**src/rtl/hls_deadlock_token_ctrl_if.sv**
```systemverilog
// Signal bundle between the deadlock token sequencer, the per-process detection
// units and the simulation monitor. The master side is the sequencer.
interface hls_deadlock_token_ctrl_if #(
    parameter int PROC_NUM = 4,
    parameter int IDX_W    = 2
);
    logic [PROC_NUM-1:0] dl_detect_vec;
    logic [PROC_NUM-1:0] token_vec;
    logic                dl_detect_in;
    logic [PROC_NUM-1:0] origin_vec;
    logic [PROC_NUM-1:0] token_clear_vec;
    logic                report_vld;
    logic                report_ready;
    logic [PROC_NUM-1:0] report_proc_mask;
    logic [IDX_W-1:0]    report_origin;
    logic                report_timeout;
    logic                busy;

    modport master (
        input  dl_detect_vec, token_vec, report_ready,
        output dl_detect_in, origin_vec, token_clear_vec, report_vld,
               report_proc_mask, report_origin, report_timeout, busy
    );

    modport slave (
        output dl_detect_vec, token_vec, report_ready,
        input  dl_detect_in, origin_vec, token_clear_vec, report_vld,
               report_proc_mask, report_origin, report_timeout, busy
    );
endinterface

```
**src/rtl/hls_deadlock_token_ctrl.sv**
```systemverilog
// Deadlock sequencer: picks an origin process, launches the report token, tracks
// the processes it visits and hands one cycle report to the monitor.
module hls_deadlock_token_ctrl #(
    parameter int PROC_NUM = 4,
    parameter int IDX_W    = 2,
    parameter int CNT_W    = 8,
    parameter int TIMEOUT  = 255
) (
    input  logic                       clock_i,
    input  logic                       reset_ni,
    hls_deadlock_token_ctrl_if.master  ctrl
);
    localparam logic [1:0] S_IDLE   = 2'd0;
    localparam logic [1:0] S_ARM    = 2'd1;
    localparam logic [1:0] S_WALK   = 2'd2;
    localparam logic [1:0] S_REPORT = 2'd3;

    localparam logic [CNT_W-1:0] CNT_MAX = CNT_W'(TIMEOUT);

    logic [1:0]          state_q, state_d;
    logic [CNT_W-1:0]    cnt_q, cnt_d;
    logic [PROC_NUM-1:0] mask_q, mask_d;
    logic [IDX_W-1:0]    origin_q, origin_d;
    logic                timeout_q, timeout_d;
    logic [PROC_NUM-1:0] origin_vec_q, origin_vec_d;

    logic [IDX_W-1:0]    low_idx;
    logic [PROC_NUM-1:0] origin_oh;
    logic [PROC_NUM-1:0] token_clear;
    logic                token_back;

    // Descending scan so the lowest requesting index is the one left standing.
    always_comb begin
        low_idx = '0;
        for (int i = PROC_NUM - 1; i >= 0; i--) begin
            if (ctrl.dl_detect_vec[i]) begin
                low_idx = IDX_W'(i);
            end
        end
    end

    assign origin_oh  = PROC_NUM'(1) << origin_q;
    // The origin holds the token on the first walk cycle; that is the launch.
    assign token_back = ctrl.token_vec[origin_q] && (cnt_q != '0);

    always_comb begin
        state_d      = state_q;
        cnt_d        = cnt_q;
        mask_d       = mask_q;
        origin_d     = origin_q;
        timeout_d    = timeout_q;
        origin_vec_d = '0;
        token_clear  = '0;
        case (state_q)
            S_IDLE: begin
                if (|ctrl.dl_detect_vec) begin
                    origin_d     = low_idx;
                    mask_d       = PROC_NUM'(1) << low_idx;
                    origin_vec_d = PROC_NUM'(1) << low_idx;
                    state_d      = S_ARM;
                end
            end
            S_ARM: begin
                cnt_d   = '0;
                state_d = S_WALK;
            end
            S_WALK: begin
                mask_d = mask_q | ctrl.token_vec;
                if (cnt_q != CNT_MAX) begin
                    cnt_d = cnt_q + CNT_W'(1);
                end
                if (token_back) begin
                    token_clear = origin_oh;
                    timeout_d   = 1'b0;
                    state_d     = S_REPORT;
                end else if (cnt_q == CNT_MAX) begin
                    token_clear = '1;
                    timeout_d   = 1'b1;
                    state_d     = S_REPORT;
                end
            end
            S_REPORT: begin
                if (ctrl.report_ready) begin
                    state_d = S_IDLE;
                end
            end
            default: state_d = S_IDLE;
        endcase
    end

    always_ff @(posedge clock_i or negedge reset_ni) begin
        if (!reset_ni) begin
            state_q      <= S_IDLE;
            cnt_q        <= '0;
            mask_q       <= '0;
            origin_q     <= '0;
            timeout_q    <= 1'b0;
            origin_vec_q <= '0;
        end else begin
            state_q      <= state_d;
            cnt_q        <= cnt_d;
            mask_q       <= mask_d;
            origin_q     <= origin_d;
            timeout_q    <= timeout_d;
            origin_vec_q <= origin_vec_d;
        end
    end

    // Report fields read as zero outside REPORT so the walk-in-progress mask never leaks.
    assign ctrl.busy             = (state_q != S_IDLE);
    assign ctrl.dl_detect_in     = (state_q != S_IDLE);
    assign ctrl.report_vld       = (state_q == S_REPORT);
    assign ctrl.report_proc_mask = (state_q == S_REPORT) ? mask_q : '0;
    assign ctrl.report_origin    = (state_q == S_REPORT) ? origin_q : '0;
    assign ctrl.report_timeout   = (state_q == S_REPORT) && timeout_q;
    assign ctrl.origin_vec       = origin_vec_q;
    assign ctrl.token_clear_vec  = token_clear;
endmodule

```
**src/flat_wrapper.sv**
```systemverilog
// flat-port wrapper written by rule: the top's interface ports become plain ports
module hls_deadlock_token_ctrl_flat 
#(
    parameter int PROC_NUM = 4,
    parameter int IDX_W    = 2,
    parameter int CNT_W    = 8,
    parameter int TIMEOUT  = 255
)
  (clock_i, reset_ni, ctrl_dl_detect_vec, ctrl_token_vec, ctrl_report_ready, ctrl_dl_detect_in, ctrl_origin_vec, ctrl_token_clear_vec, ctrl_report_vld, ctrl_report_proc_mask, ctrl_report_origin, ctrl_report_timeout, ctrl_busy);
  hls_deadlock_token_ctrl_if #(.PROC_NUM(PROC_NUM), .IDX_W(IDX_W)) ctrl_i ();
  input  logic clock_i;
  input  logic reset_ni;
  input wire logic [$bits(ctrl_i.dl_detect_vec)-1:0] ctrl_dl_detect_vec;
  input wire logic [$bits(ctrl_i.token_vec)-1:0] ctrl_token_vec;
  input wire logic [$bits(ctrl_i.report_ready)-1:0] ctrl_report_ready;
  output wire logic [$bits(ctrl_i.dl_detect_in)-1:0] ctrl_dl_detect_in;
  output wire logic [$bits(ctrl_i.origin_vec)-1:0] ctrl_origin_vec;
  output wire logic [$bits(ctrl_i.token_clear_vec)-1:0] ctrl_token_clear_vec;
  output wire logic [$bits(ctrl_i.report_vld)-1:0] ctrl_report_vld;
  output wire logic [$bits(ctrl_i.report_proc_mask)-1:0] ctrl_report_proc_mask;
  output wire logic [$bits(ctrl_i.report_origin)-1:0] ctrl_report_origin;
  output wire logic [$bits(ctrl_i.report_timeout)-1:0] ctrl_report_timeout;
  output wire logic [$bits(ctrl_i.busy)-1:0] ctrl_busy;
  assign ctrl_i.dl_detect_vec = ctrl_dl_detect_vec;
  assign ctrl_i.token_vec = ctrl_token_vec;
  assign ctrl_i.report_ready = ctrl_report_ready;
  assign ctrl_dl_detect_in = ctrl_i.dl_detect_in;
  assign ctrl_origin_vec = ctrl_i.origin_vec;
  assign ctrl_token_clear_vec = ctrl_i.token_clear_vec;
  assign ctrl_report_vld = ctrl_i.report_vld;
  assign ctrl_report_proc_mask = ctrl_i.report_proc_mask;
  assign ctrl_report_origin = ctrl_i.report_origin;
  assign ctrl_report_timeout = ctrl_i.report_timeout;
  assign ctrl_busy = ctrl_i.busy;
  hls_deadlock_token_ctrl #(.PROC_NUM(PROC_NUM), .IDX_W(IDX_W), .CNT_W(CNT_W), .TIMEOUT(TIMEOUT)) u_core (.clock_i(clock_i), .reset_ni(reset_ni), .ctrl(ctrl_i));
endmodule
```
**config.mk**
```make
export PLATFORM = sky130hd
export DESIGN_NAME = hls_deadlock_token_ctrl_flat
export DESIGN_NICKNAME = d
export VERILOG_FILES = /design/src/rtl/hls_deadlock_token_ctrl_if.sv /design/src/rtl/hls_deadlock_token_ctrl.sv /design/src/flat_wrapper.sv
export SDC_FILE = /design/constraint.sdc
export NUM_CORES = 1
export LEC_CHECK = 0
export ABC_CLOCK_PERIOD_IN_PS = 2400
export CAP_MARGIN = 40
export CORE_MARGIN = 2
export CORE_UTILIZATION = 35
export CTS_BUF_LIST = sky130_fd_sc_hd__clkbuf_2 sky130_fd_sc_hd__clkbuf_4 sky130_fd_sc_hd__clkbuf_8
export CTS_CLUSTER_DIAMETER = 100
export DETAILED_ROUTE_END_ITERATION = 8
export DONT_BUFFER_PORTS = 1
export PLACE_DENSITY_LB_ADDON = 0.05
export SLEW_MARGIN = 20
export SYNTH_ARGS = -nofsm -noshare
export SYNTH_HDL_FRONTEND = slang
export SYNTH_SLANG_ARGS = --single-unit
```
**constraint.sdc**
```tcl
create_clock -name clock_i -period 2.4 [get_ports clock_i]
set_input_delay 0.24 -clock clock_i [delete_from_list [all_inputs] [get_ports clock_i]]
set_output_delay 0.24 -clock clock_i [all_outputs]
set_load 0.02 [all_outputs]
```
==> impl_results.md, run 1 <==
- GRT Total Usage: 0.168
- Via Count: 1,028
- Metal2 WL: 1.72 mm
- Initial Utilization: 0.361
- Highest metal used: met4
- Syn-to-layout area delta: 10.0%
- # port buffers: 0
- Ports: 29
- Post-synthesis cell type count: 36
- Critical path data arrival time: 2.02 ns
- Initial antenna violation count: 0
- Share of layout cells above drive strength 1: 0.116
- Clk buf depth: 2
- Die area: 0.00422 sq mm
- CTS tree: yes
- Leakage: 0.623 nW
- Rows: 22
- Global-route wire length before repair: 5.36 mm
- Die Span X: 64.9 microns
- Post_cts resized: 0
- Root buf cell: clkbuf_8
- Total chip power: 0.00172 W
- Worst Path Required: 2.16 ns
- Setup_tns: 0 ns
- Remaining Overflow, GRT: 0
- CTS sink cnt: 21
- Via density: 5.27
- Critical path class: flip-flop to output pin
- Crit share post-route: 0.944
- Startpoint types: flip-flop
- Met1 WL: 1.43 mm
- Worst slew pin tran: 0.616 ns
- Max-cap violations: 0
- Drc violations: 0
- Clock Pin Slew Worst Setup and Hold Paths: 0.08 ns
- Critical path fanouts, max: 8
- Met3 WL: 98 microns
- CTS buffer count: 3
- DP Wirelength: 2.37 mm
- Vias in the first global route: 1,029
- Mapped Area: 0.00130 sq mm
- Mapped Nets: 160
- H-tree level count: 1
- Max Fclk: 442 MHz
- Peak supply drop: 0.379 mV
- Power Dens Cells: 1200 mW/mm^2
- Min Hold Slack: 0.0391 ns
- Flops & latches, synth: 21
- Final setup viols: 0
- Largest net degree at the start of global routing: 22
- Later-pin clock latency in the skew report: 0.26 ns
- Seq/Total Area, Yosys: 0.404
- Clock skew: 0.00234 ns
- Final Hold Viols: 0
- Most frequent cells in the layout: 21 x dfrtp_1, 20 x a21oi_1, 19 x nor2_1
- Drt wl/cell: 16.7 microns
- GPL Wtd Cong: 0.796
- DR iter-0 viols: 53
- Max-slew violations: 0
- Slew headroom: 0.589
- Ant. Diodes: 0
- Fill cells: 369
- CP endpoint kind: output pin
- RSZ-0062 raised after global routing: false
- HP Class: input port to flip-flop
- Status: finished, final reports clean
- DIE HEIGHT: 64.9 microns
- 1st-pass router iterations: 4
- Post-detailed-route count of antenna-violating nets: 0
- Final wirelength: 3.27 mm
- Core area: 0.00361 sq mm
- Cells after Synth: 143
- Syn Area/Cell: 9.09 sq um
- Tmin final: 2.26 ns
- Final layout net count: 165
- Most common cell after layout, fill and taps aside: dfrtp_1
- Yosys Warn Count: 0
synth_stat cells, drive strengths merged:
cell     n  share of area
nand4    2         0.0096
a21oi   20          0.077
o21ai    2          0.011
xor2     1         0.0067
ha       6          0.058
a31oi    2         0.0096
nand2b   7          0.039
nor3     5          0.019
o32ai    1         0.0067
nand3    5          0.019
inv      8          0.023
and4     1         0.0067
and2     7          0.034
mux2i    3          0.023
o22ai    2         0.0096
nand3b   2          0.012
mux2     3          0.026
nor2    19          0.055
a21boi   1          0.014
clkbuf   4          0.012
nand2    5          0.014
nor2b    2         0.0096
nor4b    2          0.025
dfrtp   21           0.40
and3     3          0.014
mux4     1          0.017
nor4     3          0.014
or2      2         0.0096
buf      2          0.014
a211oi   1         0.0058
per-layer routing:
layer | GRT usage | up-vias
li1 | - | 508
met1 | 0.205 | 498
met2 | 0.294 | 20
met3 | 0.0278 | 2
met4 | 0.0638 | 0
met5 | 0 | -
sequential cells by signal, indices dropped and copies added (netlist names):
name                    count
u_core.cnt_q                8
u_core.ctrl.origin_vec      4
u_core.mask_q               4
u_core.origin_q             2
u_core.state_q              2
u_core.timeout_q            1
through the flow:
step	instances	utilization	setup slack [ns]	instance area, sq um
2_1_floorplan	143	-	0.562	1300
3_3_place_gp	189	0.376	0.472	1360
3_5_place_dp	189	0.376	0.424	1360
4_1_cts	194	0.392	0.129	1420
5_1_grt	195	0.397	0.0456	1430
6_report	195	0.397	0.135	1430
final timing paths:
| kind | to | cells after the start | from | slack [ns] |
|---|---|---|---|---|
| max | ctrl_token_clear_vec[0] | 4 | u_core.origin_q[0]$_DFFE_PN0P_ | 0.14 |
| min | u_core.ctrl.origin_vec[3]$_DFF_PN0_ | 1 | ctrl_dl_detect_vec[0] | 0.04 |
| max reg2reg | u_core.state_q[1]$_DFFE_PN0P_ | 4 | u_core.origin_q[0]$_DFFE_PN0P_ | 0.55 |
| min reg2reg | u_core.timeout_q$_DFFE_PN0P_ | 2 | u_core.timeout_q$_DFFE_PN0P_ | 0.55 |
| max in group asynchronous | u_core.state_q[1]$_DFFE_PN0P_ | 2 | reset_ni | 1.59 |
| min in group asynchronous | u_core.cnt_q[3]$_DFFE_PN0P_ | 1 | reset_ni | 0.36 |
cells by family (layout without fill, tap and decap cells):
group / count (synthesis) / after routing / synth area share
muxes: 7 / 7 / 0.0664
AOI/OAI and AO/OA: 29 / 29 / 0.134
adders and majority gates: 6 / 6 / 0.0577
DFF: 21 / 21 / 0.404
and+or+nand+nor: 65 / 65 / 0.282
xor gates and xnor gates: 1 / 1 / 0.00674
buffers and inverters: 14 / 18 / 0.0491
final cells by class:
class | instances | area [sq um] | share of cell area
multi-input combinational | 108 | 711 | 0.497
timing repair buffer | 6 | 55.1 | 0.0385
tap | 48 | 60.1 | 0.0420
inverter | 8 | 30.0 | 0.0210
sequential | 21 | 526 | 0.367
clock buffer | 4 | 48.8 | 0.0341
where the power goes:
part	switching, W	internal (W)
registers	0.000126	0.000468
clock network	0.000116	0.000130
logic	0.000537	0.000344
critical path: stages (launching register included):
cell	delay, ns
dfrtp_1	0.49
mux4_2	0.54
a21boi_4	0.18
nand2b_4	0.17
a21oi_1	0.39
timing repair:
| item | in CTS | in global routing |
|---|---|---|
| setup buffers | 0 | 0 |
| hold buffers | 1 | 0 |
| endpoints found under the hold margin | 21 | 0 |
No activity file was read; power rests on OpenSTA's default activity.
==> inputs of run 2 (changes only) <==
--- a/config.mk
+++ b/config.mk
@@ -7,6 +7,7 @@
 export LEC_CHECK = 0
 export ABC_CLOCK_PERIOD_IN_PS = 2400
 export CAP_MARGIN = 40
+export CORE_ASPECT_RATIO = 1.1
 export CORE_MARGIN = 2
 export CORE_UTILIZATION = 35
 export CTS_BUF_LIST = sky130_fd_sc_hd__clkbuf_2 sky130_fd_sc_hd__clkbuf_4 sky130_fd_sc_hd__clkbuf_8
==> run 2 against run 1 <==
  * Sequential share of layout area grew 0.59 points
  * Sequential power is essentially flat
  * Cell count stayed put
  * Fmax rose by 0.22%
  * Final area shrank 1.6%
  * Worst hold slack better by 0.0044 ns
  * Clock skew grew 0.00097 ns
  * Clock power about the same
  * Critical path depth stayed put
  * Register-to-register slack about the same
  * Routed wire length fell by 5.8%
  * Largest cell class unchanged
==> impl_results.md, run 2 (synthesis results as in run 1) <==
- Status: finished, final reports clean (unchanged)
- Vias in the first global route: 1,051 (was 1,029)
- Most common cell after layout, fill and taps aside: dfrtp_1 (unchanged)
- Rows: 23 (was 22)
- 1st-pass router iterations: 4 (unchanged)
- Critical path data arrival time: 2.02 ns (about the same)
- CTS tree: yes (unchanged)
- CP endpoint kind: output pin (unchanged)
- Worst Path Required: 2.16 ns (about the same)
- Post-detailed-route count of antenna-violating nets: 0 (unchanged)
- Startpoint types: flip-flop (unchanged)
- Setup_tns: 0 ns (unchanged)
- Max FFs per register: 8 (unchanged)
- # port buffers: 0 (unchanged)
- Drt wl/cell: 15.8 microns (was 16.7 microns)
- RSZ-0062 raised after global routing: false (unchanged)
- Drc violations: 0 (unchanged)
- Syn-to-layout area delta: 8.28% (was 10.0%)
- Ports: 29 (unchanged)
- Max-slew violations: 0 (unchanged)
- Global-route wire length before repair: 5.20 mm (was 5.36 mm)
- Via density: 5.34 (was 5.27)
- Crit share post-route: 0.942 (was 0.944)
- Most frequent cells in the layout: 21 x dfrtp_1, 20 x a21oi_1, 19 x nor2_1 (unchanged)
- Leakage: 0.610 nW (was 0.623 nW)
- Final wirelength: 3.08 mm (was 3.27 mm)
- Final core occ: 0.391 (was 0.397)
- GPL Wtd Cong: 0.801 (was 0.796)
- DR iter-0 viols: 76 (was 53)
- Die area: 0.00422 sq mm (about the same)
- Via Count: 1,042 (was 1,028)
- Net Switching: 0.000763 W (was 0.000779 W)
- GRT Total Usage: 0.158 (was 0.168)
- Clock Pin Slew Worst Setup and Hold Paths: 0.08 ns (about the same)
- Worst slew pin tran: 0.583 ns (was 0.616 ns)
- Part of the power in combinational logic: 0.504 (was 0.512)
- Share of total power in sequential cells: 0.351 (was 0.345)
- Root buf cell: clkbuf_8 (unchanged)
- Max-cap violations: 0 (unchanged)
- Later-pin clock latency in the skew report: 0.26 ns (about the same)
- Clock skew: 0.00330 ns (was 0.00234 ns)
- Sw Ratio: 0.453 (about the same)
- Min Hold Slack: 0.0436 ns (was 0.0391 ns)
- Final layout net count: 163 (was 165)
- Critical path fanouts, max: 8 (unchanged)
- HP Class: input port to flip-flop (unchanged)
- Remaining Overflow, GRT: 0 (unchanged)
- Internal power: 0.000921 W (was 0.000942 W)
- Peak supply drop: 0.327 mV (was 0.379 mV)
- H-tree level count: 1 (unchanged)
- Share of layout cells above drive strength 1: 0.103 (was 0.116)
- Final Hold Viols: 0 (unchanged)
- Core area: 0.00360 sq mm (was 0.00361 sq mm)
- Clk buf depth: 2 (unchanged)
- Largest Register: u_core.cnt_q (unchanged)
- CTS buffer count: 3 (unchanged)
- Final setup viols: 0 (unchanged)
- Clock power share: 0.145 (was 0.143)
- Slew headroom: 0.611 (was 0.589)
- Critical path class: flip-flop to output pin (unchanged)
- Tmin final: 2.26 ns (about the same)
- Largest net degree at the start of global routing: 22 (unchanged)
- Ant. Diodes: 0 (unchanged)
- DP Wirelength: 2.28 mm (was 2.37 mm)
- Power Dens Cells: 1200 mW/mm^2 (about the same)
- Max Fclk: 443 MHz (was 442 MHz)
- DIE HEIGHT: 67.9 microns (was 64.9 microns)
- Initial antenna violation count: 0 (unchanged)
- Die Span X: 62.1 microns (was 64.9 microns)
- Initial Utilization: 0.361 (about the same)
- CTS sink cnt: 21 (unchanged)
-- run 2: cell count changes in the layout (fill, tap and decap cells not counted), sizes merged --
cell  previous run  this run
buf              5         3
-- run 2: power by group through the flow --
stage               Sequential, W  Combinational, W  Clock (W)
CTS                      0.000594          0.000861   0.000254
finish                   0.000591          0.000848   0.000244
detailed placement       0.000602          0.000847          0
floorplan                0.000556          0.000731          0
global placement         0.000597          0.000837          0
global route             0.000618          0.000944   0.000270
-- run 2: cell type report --
cell class              instances  area (sq um)
multi-input cells             108           711
repair buffers                  4          30.0
clock buffers                   4          48.8
well taps                      50          62.6
fillers                       382          2190
inverters                       8          30.0
flip-flops and latches         21           526
-- run 2: critical path: stages (launching register included) --
cell and delay [ns]:
dfrtp_1 0.48, mux4_2 0.54, a21boi_4 0.18, nand2b_4 0.17, a21oi_1 0.40
-- run 2: what timing repair did --
| item | 4_1_cts | 5_1_grt |
|---|---|---|
| hold buffers | 1 | 1 |
| resized for setup | 0 | 0 |
| endpoints found under the setup margin | 0 | 0 |
| hold endpoints to repair | 21 | 21 |
| setup buffers | 0 | 0 |
-- run 2: worst paths after layout --
path	startpoint	to	slack [ns]	cells after the start
min	ctrl_dl_detect_vec[1]	u_core.ctrl.origin_vec[2]$_DFF_PN0_	0.04	1
min reg2reg	u_core.timeout_q$_DFFE_PN0P_	u_core.timeout_q$_DFFE_PN0P_	0.53	2
max reg2reg	u_core.origin_q[0]$_DFFE_PN0P_	u_core.state_q[1]$_DFFE_PN0P_	0.55	4
max	u_core.origin_q[0]$_DFFE_PN0P_	ctrl_token_clear_vec[3]	0.14	4
min in group asynchronous	reset_ni	u_core.cnt_q[0]$_DFFE_PN0P_	0.50	2
max in group asynchronous	reset_ni	u_core.ctrl.origin_vec[0]$_DFF_PN0_	1.55	2
-- run 2: through the flow --
stage,total power (W),instance area [sq um],instances,setup WS (ns)
after floorplan,0.00129,1300,143,0.562
after global placement,0.00143,1340,189,0.469
after detailed placement,0.00145,1340,189,0.422
after CTS,0.00171,1400,194,0.128
after global routing,0.00183,1410,195,0.00686
final,0.00168,1410,195,0.140
-- run 2: metal layers --
| layer | track usage | routed length (microns) |
|---|---|---|
| met5 | 0 | 0 |
| met4 | 0.0639 | 35 |
| met3 | 0.0345 | 121 |
| met2 | 0.287 | 1590 |
| met1 | 0.186 | 1330 |
==> inputs of run 3 (changes only) <==
--- a/config.mk
+++ b/config.mk
@@ -5,6 +5,7 @@
 export SDC_FILE = /design/constraint.sdc
 export NUM_CORES = 1
 export LEC_CHECK = 0
+export ABC_AREA = 1
 export ABC_CLOCK_PERIOD_IN_PS = 2400
 export CAP_MARGIN = 40
 export CORE_ASPECT_RATIO = 1.1
@@ -15,6 +16,7 @@
 export DETAILED_ROUTE_END_ITERATION = 8
 export DONT_BUFFER_PORTS = 1
 export PLACE_DENSITY_LB_ADDON = 0.05
+export REMOVE_ABC_BUFFERS = 1
 export SLEW_MARGIN = 20
 export SYNTH_ARGS = -nofsm -noshare
 export SYNTH_HDL_FRONTEND = slang
==> run 3 against run 2 <==
  * Die area up 4.1%
  * Non-clock buffer count down 1
  * Routed wire length down 5.0%
  * Critical path type unchanged
  * Largest cell class unchanged
==> impl_results.md, run 3 <==
- Number of flops mapped to enable cells by yosys: 0 (unchanged)
- Share of total power in sequential cells: 0.339 (was 0.351)
- Tmin final: 1.96 ns (was 2.26 ns)
- Worst Path Required: 2.16 ns (about the same)
- Critical path fanouts, max: 6 (was 8)
- Startpoint types: flip-flop (unchanged)
- Post-Synth XOR/XNOR Area: 0.00646 (was 0.00674)
- Ports: 29 (unchanged)
- DR iter-0 viols: 46 (was 76)
- H-tree level count: 1 (unchanged)
- Max FFs per register: 8 (unchanged)
- Crit share post-route: 0.817 (was 0.942)
- R2R cell count: 8 (was 4)
- Final wirelength: 2.92 mm (was 3.08 mm)
- Yosys Warn Count: 0 (unchanged)
- Cells after Synth: 188 (was 143)
- Slew headroom: 0.634 (was 0.611)
- Clk buf depth: 2 (unchanged)
- Setup_tns: 0 ns (unchanged)
- CTS buffer count: 3 (unchanged)
- Final layout net count: 209 (was 163)
- Max Fclk: 510 MHz (was 443 MHz)
- Root buf cell: clkbuf_8 (unchanged)
- Ant. Diodes: 0 (unchanged)
- Count leader, synth: nand2_1 (was dfrtp_1)
- Complex-gate fraction of the synthesized area: 0.102 (was 0.134)
- Internal power: 0.000830 W (was 0.000921 W)
- Initial Utilization: 0.368 (was 0.361)
- Rows: 23 (unchanged)
- CTS tree: yes (unchanged)
- DIE HEIGHT: 69.3 microns (was 67.9 microns)
- FF-to-FF setup slack: 0.74 ns (was 0.55 ns)
- Post-synthesis mux area share: 0 (was 0.0664)
- Initial antenna violation count: 0 (unchanged)
- Slowest Stage Delay on Critical Path: 0.41 ns (was 0.54 ns)
- Max-cap violations: 0 (unchanged)
- Setup Fix Bufs, Post-CTS: 0 (unchanged)
- Post_cts resized: 0 (unchanged)
- Critical path class: flip-flop to output pin (unchanged)
- Global-route wire length before repair: 4.96 mm (was 5.20 mm)
- Remaining Overflow, GRT: 0 (unchanged)
- Max-slew violations: 0 (unchanged)
- GRT Total Usage: 0.142 (was 0.158)
- CTS sink cnt: 21 (unchanged)
- DP Wirelength: 2.19 mm (was 2.28 mm)
- Drt wl/cell: 12.1 microns (was 15.8 microns)
- Part of the power in combinational logic: 0.519 (was 0.504)
- 1st-pass router iterations: 4 (unchanged)
- Seq/Total Area, Yosys: 0.387 (was 0.404)
- CP Launch Point: u_core.cnt_q[0]$_DFFE_PN0P_ (was u_core.origin_q[0]$_DFFE_PN0P_)
- Power Dens Cells: 1160 mW/mm^2 (was 1200 mW/mm^2)
- Core area: 0.00368 sq mm (was 0.00360 sq mm)
- Largest family of logic cells by synthesized area: simple AND/OR/NAND/NOR gates (unchanged)
- Sw Ratio: 0.508 (was 0.453)
- Top cell type's share of synthesized area: 0.387 (was 0.404)
- Cell breakdown of the critical path: inv_1 > ha_1 > nand4_1 > nand2_2 > nand2_2 > nand2_1 > nor2_1 (was mux4_2 > a21boi_4 > nand2b_4 > a21oi_1)
- Syn Area/Cell: 7.21 sq um (was 9.09 sq um)
- Synth Area in Simple Gates: 0.331 (was 0.282)
- Cts hold-fix bufs: 1 (unchanged)
- Fill cells: 454 (was 382)
- Synth top area cells: dfrtp_1 39%, nand2_1 15%, inv_1 8.6%, ha_1 5.5%, nand3_1 4.8% (was dfrtp_1 40%, a21oi_1 7.7%, ha_1 5.8%, nor2_1 5.5%, and2_1 3.4%)
- Via density: 4.79 (was 5.34)
- R2r startpoint: u_core.state_q[1]$_DFFE_PN0P_ (was u_core.origin_q[0]$_DFFE_PN0P_)
- Drc violations: 0 (unchanged)
- Critical path data arrival time: 1.72 ns (was 2.02 ns)
- Crit path max-delay cell type: dfrtp_1 (was mux4_2)
- Final setup viols: 0 (unchanged)
- Flops & latches, synth: 21 (unchanged)
- Leakage: 0.781 nW (was 0.610 nW)
- Clock skew: 0.000560 ns (was 0.00330 ns)
- Crit-path most repeated cell: nand2_2
- Status: finished, final reports clean (unchanged)
- Share of layout cells above drive strength 1: 0.115 (was 0.103)
- Worst slew pin tran: 0.549 ns (was 0.583 ns)
- Die Span X: 63.4 microns (was 62.1 microns)
- Most frequent cells in the layout: 54 x nand2_1, 31 x inv_1, 21 x dfrtp_1 (was 21 x dfrtp_1, 20 x a21oi_1, 19 x nor2_1)
- Most common cell after layout, fill and taps aside: nand2_1 (was dfrtp_1)
- Area leader, netlist: dfrtp_1 (unchanged)
- CP endpoint kind: output pin (unchanged)
- R2R Path End: u_core.state_q[1]$_DFFE_PN0P_ (unchanged)
- Post-synthesis cell type count: 30 (was 36)
- Syn-to-layout area delta: 7.66% (was 8.28%)
- Synth Area in Adders: 0.0554 (was 0.0577)
- # port buffers: 0 (unchanged)
- Synth cell count leaders: 54 x nand2_1, 31 x inv_1, 21 x dfrtp_1 (was 21 x dfrtp_1, 20 x a21oi_1, 19 x nor2_1)
- Clock Pin Slew Worst Setup and Hold Paths: 0.08 ns (about the same)
- Async set or reset register ratio after synthesis: 1.00 (unchanged)
- Largest Register: u_core.cnt_q (unchanged)
- Net Switching: 0.000858 W (was 0.000763 W)
- Largest net degree at the start of global routing: 22 (unchanged)
- Die area: 0.00439 sq mm (was 0.00422 sq mm)
- Total chip power: 0.00169 W (was 0.00168 W)
- Clock power share: 0.142 (was 0.145)
- Via Count: 1,154 (was 1,042)
- Post-detailed-route count of antenna-violating nets: 0 (unchanged)
- Later-pin clock latency in the skew report: 0.26 ns (about the same)
- HP Class: input port to flip-flop (unchanged)
- GPL Wtd Cong: 0.747 (was 0.801)
- Peak supply drop: 0.382 mV (was 0.327 mV)
- Final Hold Viols: 0 (unchanged)
- Mapped Area: 0.00136 sq mm (was 0.00130 sq mm)
- RSZ-0062 raised after global routing: false (unchanged)
- Worst setup path end: ctrl_token_clear_vec[3] (unchanged)
- Ys flop type: dfrtp_1 (unchanged)
- Vias in the first global route: 1,120 (was 1,051)
==> run 3: changes by cell type after synthesis, moves of 4 or more <==
cell      delta
a21oi_1     -18
and2_1       -7
inv_1       +23
nand2_1     +49
nand2_2      +6
nand2b_1     -6
nand3_1      +8
nor2_1       -4
nor3_1       -5
o21ai_0      +7
o21ai_1      +6
==> run 3: kinds of logic (layout without fill, tap and decap cells) <==
group / count (synthesis) / in the layout
fa+ha+maj: 6 / 6
compound gates: 24 / 24
xor+xnor: 1 / 1
simple gates: 98 / 98
flops: 21 / 21
buf+inv: 38 / 41
==> run 3: worst min-delay path by stage <==
stage                          start                              to  cells after the start  slack, ns
2_1_floorplan               reset_ni     u_core.cnt_q[0]$_DFFE_PN0P_                      0      -0.06
6_report       ctrl_dl_detect_vec[0]  u_core.origin_q[0]$_DFFE_PN0P_                      1       0.06
5_1_grt        ctrl_dl_detect_vec[0]  u_core.origin_q[0]$_DFFE_PN0P_                      1       0.06
4_1_cts        ctrl_dl_detect_vec[0]  u_core.origin_q[0]$_DFFE_PN0P_                      1       0.05
3_5_place_dp                reset_ni     u_core.cnt_q[7]$_DFFE_PN0P_                      0      -0.05
3_3_place_gp                reset_ni     u_core.cnt_q[7]$_DFFE_PN0P_                      0      -0.06
==> run 3: worst max-delay path: cells and delay by family, from the launching register on <==
kind	cells	cell delay, ns
and+or+nand+nor	5	0.76
adders and majority gates	1	0.21
DFF	1	0.41
buffers and inverters	1	0.09
==> run 3: area by class of cell <==
class | instances | area [sq um] | area share
clock buffer | 3 | 41.3 | 0.0283
sequential | 21 | 526 | 0.360
tap | 50 | 62.6 | 0.0428
clock inverter | 1 | 5.00 | 0.00343
multi-input combinational | 129 | 672 | 0.460
timing repair buffer | 3 | 22.5 | 0.0154
inverter | 34 | 131 | 0.0900
==> run 3: power groups by stage <==
stage          sequential, W  clock (W)  combinational [W]
2_1_floorplan       0.000552          0           0.000719
3_3_place_gp        0.000574          0           0.000869
3_5_place_dp        0.000576          0           0.000882
4_1_cts             0.000571   0.000254           0.000891
5_1_grt             0.000585   0.000264            0.00101
6_report            0.000572   0.000240           0.000876
==> run 3: per-stage QoR <==
step / utilization / instance area [sq um] / hold slack, ns / instances / worst slack (ns)
floorplan: - / 1330 / -0.0556 / 184 / 0.760
global placement: 0.380 / 1400 / -0.0551 / 235 / 0.729
detailed placement: 0.380 / 1400 / -0.0550 / 235 / 0.719
CTS: 0.395 / 1460 / 0.0531 / 240 / 0.417
global route: 0.396 / 1460 / 0.0568 / 241 / 0.300
finish: 0.396 / 1460 / 0.0631 / 241 / 0.439
==> run 3: layer usage <==
layer  GRT usage  vias up  wire, microns
li1            -      585              -
met1       0.175      544           1340
met2       0.242       21           1450
met3      0.0292        4             88
met4      0.0507        0             40
met5           0        -              0
